[src/rtl/multi_dataflow_engine_ctrl.sv]
// -----------------------------------------------------------------------------
// multi_dataflow_engine_ctrl
//
// Engine-side responder to the accelerator control FSM. It takes the engine
// control bundle and returns the engine flags. It also gates the inStream0
// source into the dataflow kernel, buffers kernel results in a 2-entry output
// FIFO, and counts outStream0 handshakes up to the programmed beat limit.
//
// Ports
//   clk_i, rst_i                   clock, synchronous active-high reset
//   clear_i, enable_i, start_i     engine control (soft clear, enable, start)
//   cnt_limit_i                    outStream0 beats per job, latched on start
//   ready_o                        engine idle and startable
//   cnt_o                          outStream0 beats delivered in this job
//   done_o                         one-cycle pulse when the job completes
//   in_valid_i/in_ready_o/in_data_i         inStream0 from the streamer
//   k_in_valid_o/k_in_ready_i/k_in_data_o   stream into the kernel
//   k_out_valid_i/k_out_ready_o/k_out_data_i stream out of the kernel
//   out_valid_o/out_ready_i/out_data_o      outStream0 to the streamer
// -----------------------------------------------------------------------------
module multi_dataflow_engine_ctrl #(
    parameter int DATA_WIDTH = 32,
    parameter int CNT_WIDTH  = 32
) (
    input  logic                  clk_i,
    input  logic                  rst_i,
    input  logic                  clear_i,
    input  logic                  enable_i,
    input  logic                  start_i,
    input  logic [CNT_WIDTH-1:0]  cnt_limit_i,
    output logic                  ready_o,
    output logic [CNT_WIDTH-1:0]  cnt_o,
    output logic                  done_o,
    input  logic                  in_valid_i,
    output logic                  in_ready_o,
    input  logic [DATA_WIDTH-1:0] in_data_i,
    output logic                  k_in_valid_o,
    input  logic                  k_in_ready_i,
    output logic [DATA_WIDTH-1:0] k_in_data_o,
    input  logic                  k_out_valid_i,
    output logic                  k_out_ready_o,
    input  logic [DATA_WIDTH-1:0] k_out_data_i,
    output logic                  out_valid_o,
    input  logic                  out_ready_i,
    output logic [DATA_WIDTH-1:0] out_data_o
);

    typedef enum logic [1:0] {
        IDLE = 2'd0,
        RUN  = 2'd1,
        DONE = 2'd2
    } state_t;

    localparam logic [CNT_WIDTH-1:0] CNT_ONE = CNT_WIDTH'(1);

    state_t                 state_q, state_d;
    logic [CNT_WIDTH-1:0]   limit_q, limit_d;
    logic [CNT_WIDTH-1:0]   cnt_q, cnt_d;
    logic [CNT_WIDTH-1:0]   cnt_inc;

    logic [DATA_WIDTH-1:0]  fifo_mem [2];
    logic                   wr_ptr_q, rd_ptr_q;
    logic [1:0]             occ_q;

    logic                   soft_rst;
    logic                   run_en;
    logic                   fifo_full, fifo_empty;
    logic                   at_limit;
    logic                   push, pop;
    logic                   flush;

    // Reset and clear have the same effect on every register.
    assign soft_rst   = rst_i | clear_i;
    assign run_en     = (state_q == RUN) & enable_i;
    assign fifo_full  = (occ_q == 2'd2);
    assign fifo_empty = (occ_q == 2'd0);
    assign at_limit   = (cnt_q == limit_q);
    assign cnt_inc    = cnt_q + CNT_ONE;

    // Kernel backpressure depends only on registered occupancy, never on
    // out_ready_i, so the sink cannot form a combinational loop through here.
    assign k_out_ready_o = run_en & ~fifo_full;
    // Gating on the limit stops the counter from ever passing it.
    assign out_valid_o   = run_en & ~fifo_empty & ~at_limit;
    assign out_data_o    = out_valid_o ? fifo_mem[rd_ptr_q] : '0;

    assign push = k_out_valid_i & k_out_ready_o;
    assign pop  = out_valid_o & out_ready_i;

    // Input path is a pure passthrough while running and enabled.
    assign k_in_valid_o = run_en & in_valid_i;
    assign in_ready_o   = run_en & k_in_ready_i;
    assign k_in_data_o  = run_en ? in_data_i : '0;

    assign ready_o = (state_q == IDLE);
    assign done_o  = (state_q == DONE);
    assign cnt_o   = cnt_q;

    // NOTE: every signal driven here gets a default first, so no path through
    // the case statement can leave one unassigned and infer a latch.
    always_comb begin
        state_d = state_q;
        limit_d = limit_q;
        cnt_d   = cnt_q;
        flush   = 1'b0;
        unique case (state_q)
            IDLE: begin
                if (start_i && enable_i) begin
                    limit_d = cnt_limit_i;
                    cnt_d   = '0;
                    state_d = (cnt_limit_i == '0) ? DONE : RUN;
                end
            end
            RUN: begin
                if (pop) begin
                    cnt_d = cnt_inc;
                    // Final beat: leftover kernel results are dropped on the
                    // same edge the job finishes.
                    if (cnt_inc == limit_q) begin
                        state_d = DONE;
                        flush   = 1'b1;
                    end
                end
            end
            DONE: begin
                state_d = IDLE;
            end
            default: begin
                state_d = IDLE;
            end
        endcase
    end

    // NOTE: sequential state uses non-blocking assignments so every register
    // samples its pre-edge inputs regardless of statement order.
    always_ff @(posedge clk_i) begin
        if (soft_rst) begin
            state_q <= IDLE;
            limit_q <= '0;
            cnt_q   <= '0;
        end else begin
            state_q <= state_d;
            limit_q <= limit_d;
            cnt_q   <= cnt_d;
        end
    end

    always_ff @(posedge clk_i) begin
        if (soft_rst || flush) begin
            wr_ptr_q <= 1'b0;
            rd_ptr_q <= 1'b0;
            occ_q    <= 2'd0;
        end else begin
            if (push) wr_ptr_q <= ~wr_ptr_q;
            if (pop)  rd_ptr_q <= ~rd_ptr_q;
            occ_q <= occ_q + {1'b0, push} - {1'b0, pop};
        end
    end

    // NOTE: the storage array has no reset; an entry is only read after it has
    // been written, and out_data_o is forced to zero whenever nothing is valid.
    always_ff @(posedge clk_i) begin
        if (push) fifo_mem[wr_ptr_q] <= k_out_data_i;
    end

endmodule

[config.mk]
export PLATFORM = sky130hd
export DESIGN_NAME = multi_dataflow_engine_ctrl
export DESIGN_NICKNAME = d
export VERILOG_FILES = /design/src/rtl/multi_dataflow_engine_ctrl.sv
export SDC_FILE = /design/constraint.sdc
export NUM_CORES = 1
export LEC_CHECK = 0
export CELL_PAD_IN_SITES_DETAIL_PLACEMENT = 0
export CELL_PAD_IN_SITES_GLOBAL_PLACEMENT = 1
export CORE_AREA = 2 2 170 172
export CTS_CLUSTER_SIZE = 30
export DETAILED_ROUTE_END_ITERATION = 7
export DIE_AREA = 0 0 172 174
export PLACE_DENSITY = 0.7
export SLEW_MARGIN = 5
export SYNTH_ARGS = -nofsm -noshare
export SYNTH_HDL_FRONTEND = slang
export SYNTH_SLANG_ARGS = --single-unit
[constraint.sdc]
create_clock -name clk_i -period 9.25 [get_ports clk_i]
set_input_delay 1.3875 -clock clk_i [delete_from_list [all_inputs] [get_ports clk_i]]
set_output_delay 1.3875 -clock clk_i [all_outputs]
set_load 0.005 [all_outputs]
# Yosys cells after proc, flatten, opt, wreduce, memory -nomap -nowiden
# Memories as Yosys holds them, arrays and structs flattened. A register that Yosys moved wholly into a read port is not among the register bits.
# Index checks and enable logic that the tools add are counted.
dict set report word_totals {
  input_bits 105
  output_inout_bits 102
  reg_bits 70
  elab_cells 58
  mem_count 1
  mem_bits_rw 64
}
# memory depth word_bits read_ports rd_ports_with_merged_regs write_ports line
set memory_table {}
lappend memory_table {fifo_mem 2 32 1 1 1 61} ;# logic [DATA_WIDTH-1:0] fifo_mem [2];
dict set report op_classes {
  bitwise_logic 14
  mux 17
  addsub 3
  reduce_logical 9
  n_eq_ne 8
}
# operator n
set op_table {}
lappend op_table {{$mux 32} 4}
lappend op_table {{$eq 32x32->1} 2}
lappend op_table {{$pmux 32 s2} 1}
lappend op_table {{$add 32x1->32 const B} 1}
lappend op_table {{$logic_not 32->1} 1}
lappend op_table {{$and 1x1->1} 8}
lappend op_table {{$mux 2} 4}
lappend op_table {{$mux 1} 7}
lappend op_table {{$reduce_and 3->1} 2}
lappend op_table {{$not 1->1} 5}
lappend op_table {{$eq 2x2->1 const B} 2}
lappend op_table {{$logic_not 2->1} 2}
lappend op_table {{$ne 2x1->1 const B} 2}
lappend op_table {{$pmux 2 s2} 1}
lappend op_table {{$add 2x1->2} 1}
lappend op_table {{$eq 2x1->1 const B} 1}
lappend op_table {{$ne 2x2->1 const B} 1}
lappend op_table {{$reduce_and 2->1} 1}
lappend op_table {{$reduce_bool 2->1} 1}
lappend op_table {{$sub 2x1->2} 1}
lappend op_table {{$logic_and 1x1->1} 1}
lappend op_table {{$logic_or 1x1->1} 1}
lappend op_table {{$or 1x1->1} 1}

# Depth between registers and ports, before layout
dict set report depth {
  ltp_word 9
  ltp_mapped 13
  mapped_depth_nobuf 11
}

# Worst setup path after synthesis
# Ideal clock, no wire load.
dict set report synth_timing {
  path_type {input -> register}
  start {input enable_i}
  end {memory fifo_mem[0][0] (enable)}
  setup_time_ns 0.421
  path_buffers 1
  t_required_ns 8.829
  arrival_ns 3.593
  path_slack_ns 5.236
  path_stages 5
  cell_sequence {and3b_1 > clkbuf_1 > a21boi_0 > nand2_1 > nor2_1}
}
dict set report synth_via {
  elab_chain_len 5
}
# element line
set synth_rtl {}
lappend synth_rtl {{start: declaration} 28} ;# input logic enable_i,
lappend synth_rtl {{$and 1x1->1} 74} ;# assign run_en = (state_q == RUN) & enable_i;
lappend synth_rtl {{$and 1x1->1} 82} ;# assign k_out_ready_o = run_en & ~fifo_full;
lappend synth_rtl {{net k_out_ready_o} 41} ;# output logic k_out_ready_o,
lappend synth_rtl {{$and 1x1->1} 87} ;# assign push = k_out_valid_i & k_out_ready_o;
lappend synth_rtl {{$mux 1} 163} ;# if (push) fifo_mem[wr_ptr_q] <= k_out_data_i;
lappend synth_rtl {{$mux 1 (implied by the code)} 163}
lappend synth_rtl {{end: declaration} 61}
# The timed path passes the listed nets, and every way through them passes these cells.

# Final worst setup path
dict set report layout_timing {
  start {input enable_i}
  end {output out_data_o[6]}
}
dict set report layout_via {
  elab_chain_len 4
}
# element line
set layout_rtl {}
lappend layout_rtl {{$and 1x1->1} 74}
lappend layout_rtl {{$and 1x1->1 (2 in a row)} 84} ;# assign out_valid_o = run_en & ~fifo_empty & ~at_limit;
lappend layout_rtl {{$mux 32} 85} ;# assign out_data_o = out_valid_o ? fifo_mem[rd_ptr_q] : '0;
lappend layout_rtl {{end: declaration} 45} ;# output logic [DATA_WIDTH-1:0] out_data_o
# No other way between the ends.

==> qor.csv <==
stage;metric;value;unit
outcome;outcome;completed;
sta;skew;0.00833;ns
worst_setup_path;startpoint;enable_i;
sta;worst_pin_slew;1.15;ns
cells_and_area;nets;1015;
cells_and_area;diodes;0;
route;wl_met1;10400;um
power_and_ir_drop;p_clk_frac;0.489;
floorplan;initial_core_util;0.246;
synth;synth.avg_cell_area;9.47;um2
route;dr_wl_met3;1170;um
worst_setup_path;crit_required;7.86;ns
power_and_ir_drop;powerDensity;144;nW/um2
route;top_layer;met5;
power_and_ir_drop;swShare;0.234;
worst_setup_path;cp_cell_sequence;clkdlybuf4s50_1, and3b_1, o21a_1, nand2_1, nor2_1, clkdlybuf4s50_1;
worst_setup_path;crit_top_cell;clkdlybuf4s50_1;
floorplan;die_width;172;um
route;drt_pre_antenna_iters;5;
route;met2WireLength;9780;um
power_and_ir_drop;p_comb_frac;0.068;
sta;fin_hold_ws;0.469;ns
cells_and_area;finalNonFillerCells;1304;
synth;ys_seq_area_frac;0.482;
sta;max_freq;173;MHz
worst_setup_path;crit_path_max_fanout;36;
route;drt_iter0_drc;380;
floorplan;core-area;28200;um2
synth;synth_edf_count;64;
power_and_ir_drop;seqPwrFrac;0.443;
route;drc_errors;0;
synth;postSynthCellCount;733;
clocking;cts_root_buffer;clkbuf_16;
synth;syn_nets;841;
placement;placed_area;9290;um2
synth;ys_types;61;
sta;rsz0062_at_grt;no;
floorplan;die_area;29900;um2
worst_setup_path;r2r_cells;8;
clocking;cts_tree;done;
cells_and_area;syn_to_final_growth;42.5;%
synth;synth_seq_cells;135;
worst_setup_path;regToRegStartpoint;cnt_o[21];
worst_setup_path;cp-endpoint;out_data_o[6];
min_path;hp-class;flop to flop;
clocking;cts_setup_buffers;0;
power_and_ir_drop;p_switching;335;uW
global_route;antenna_found_initial;1;
worst_setup_path;slowest_delay;0.76;ns
sta;maxSlewHeadroom;0.231;
worst_setup_path;worstReg2RegEnd;cnt_o[23];
clocking;clkLatencyLatePin;0.42;ns
clocking;clkTransAtPathRegs;0.07;ns
global_route;grt_pass1_vias;5592;
worst_setup_path;r2r_setup_slack;4.98;ns
cells_and_area;fin_area;9900;um2
floorplan;rows;62;
worst_setup_path;crit_path_end_kind;output port;
floorplan;die_y;174;um
clocking;numCtsBuffers;17;
sta;setup_viol_count_final;0;
placement;place_congestion;0.860;
clocking;clockBufferDepth;2;
sta;period_share;0.624;
sta;period_minus_slack;5.78;ns
power_and_ir_drop;p_leak;0.00314;uW
floorplan;top_level_ports;207;
clocking;cts_resized;0;
clocking;h-tree-depth;4;
global_route;grt_usage;0.144;
synth;yosysWarningCount;0;
synth;ys.flop_type;dfxtp_1;
sta;hold_viol_final;0;
clocking;cts.sink_count;135;
clocking;hold_buffers;0;
cells_and_area;drive_gt1_frac;0.0598;
route;postRouteAntennaNets;0;
worst_setup_path;critPathSlowestCell;and3b_1;
worst_setup_path;critPathArrivalTime;4.39;ns
global_route;grt_pass1_wl;33000;um
route;vias_per_cell;4.57;
global_route;overflow;0;
power_and_ir_drop;p_int;1090;uW
synth;syn_area;6940;um2
worst_setup_path;cp-start-kind;input port;
run;cap_violations;0;
placement;placedCellCount;1272;
worst_setup_path;setup.worst_path.class;input port to output port;
placement;io_buffers;206;
sta;drv_slew;0;
route;vias;5958;
placement;hpwl;16000;um
sta;tns;0;ns
route;wirelength;21700;um
global_route;grt_max_degree;47;
power_and_ir_drop;ir_drop;0.000107;V
synth;async_flop_share;0;
route;wl_per_cell;16.6;um
critical path, delay by kind of cell:
family	cells	cell delay, ns
AOI/OAI and AO/OA	1	0.24
and+or+nand+nor	3	1.71
buffers and inverters	2	1.03
stage by stage:
step           setup WS, ns  power (uW)   util
3_5_place_dp           3.33         743  0.329
4_1_cts                3.32        1450  0.350
3_3_place_gp           3.42         742  0.329
5_1_grt                3.15        1480  0.350
2_1_floorplan          5.24         678      -
6_report               3.47        1430  0.350
sequential cells by signal, indices dropped and copies added, names as in the netlist, named ones only:
| name | count |
|---|---|
| occ_q | 2 |
| state_q | 2 |
| rd_ptr_q | 1 |
| fifo_mem | 64 |
| wr_ptr_q | 1 |
| limit_q | 32 |
| cnt_o | 32 |
area by class of cell:
class,count,area (um2)
flip-flops and latches,135,3340
clock inverters,15,183
well taps,384,480
repair buffers,211,2100
fillers,2966,18300
multi-input cells,530,3320
inverters,12,45.0
clock buffers,17,425
cell families after synthesis:
| family | Yosys count | synth area share |
|---|---|---|
| mux | 34 | 0.0490 |
| xor+xnor | 73 | 0.0921 |
| simple gates | 309 | 0.231 |
| flops | 135 | 0.482 |
| buf+inv | 68 | 0.0409 |
| compound gates | 111 | 0.0998 |
| fa+ha+maj | 3 | 0.00541 |
synthesized netlist by cell type (5+ instances only):
master | number | area, um2
xor2_1 | 16 | 140
nand3b_1 | 5 | 37.5
nand3_1 | 11 | 55.1
dfxtp_1 | 71 | 1420
and2_1 | 39 | 244
and3_1 | 10 | 62.6
nor4_1 | 23 | 144
a21oi_1 | 52 | 260
nor2_1 | 75 | 282
xnor2_1 | 57 | 499
a211oi_1 | 10 | 75.1
nor3_1 | 9 | 45.0
clkbuf_1 | 39 | 146
buf_1 | 5 | 18.8
nand4_1 | 24 | 150
mux2i_1 | 34 | 340
o21ai_0 | 15 | 75.1
edfxtp_1 | 64 | 1920
inv_1 | 12 | 45.0
buf_2 | 7 | 35.0
nand2_1 | 83 | 312
per-layer routing:
metal / global-route usage / vias to the layer above
met5: 0 / -
met4: 0.0375 / 2
met3: 0.0301 / 24
met2: 0.222 / 189
met1: 0.204 / 2785
li1: - / 2958
how the worst min path moves through the flow:
| stage | startpoint | to | depth (start not counted) |
|---|---|---|---|
| 3_3_place_gp | limit_q[15] | limit_q[15] | 2 |
| 3_5_place_dp | limit_q[28] | limit_q[28] | 2 |
| 5_1_grt | limit_q[28] | limit_q[28] | 2 |
| 6_report | limit_q[28] | limit_q[28] | 2 |
| 4_1_cts | limit_q[28] | limit_q[28] | 2 |
| 2_1_floorplan | limit_q[10] | limit_q[10] | 2 |
power by group through the flow:
| stage | registers [uW] | clock network, uW | logic [uW] |
|---|---|---|---|
| 2_1_floorplan | 645 | 0 | 33.1 |
| 3_3_place_gp | 645 | 0 | 96.9 |
| 3_5_place_dp | 646 | 0 | 97.1 |
| 4_1_cts | 632 | 718 | 98.1 |
| 5_1_grt | 632 | 743 | 105 |
| 6_report | 632 | 699 | 97.0 |
cell usage in the layout (no fill, tap or decap), types with 3 or more instances in the layout:
cell type and count:
a211oi_1 10, a21oi_1 52, and2_1 39, and3_1 10, and4_1 4, buf_4 5
clkbuf_16 17, clkdlybuf4s50_1 206, clkinvlp_4 3, dfxtp_1 70, edfxtp_1 64, ha_1 3
inv_1 12, inv_6 7, mux2i_1 34, nand2_1 83, nand2b_1 3, nand3_1 11
nand3b_1 5, nand4_1 24, nor2_1 74, nor3_1 9, nor4_1 23, nor4b_1 3
o211ai_1 4, o21a_1 4, o21ai_0 15, o22ai_1 3, or2_2 3, or3_1 3
xnor2_1 57, xor2_1 16
Power figures use the tool's default switching activity.
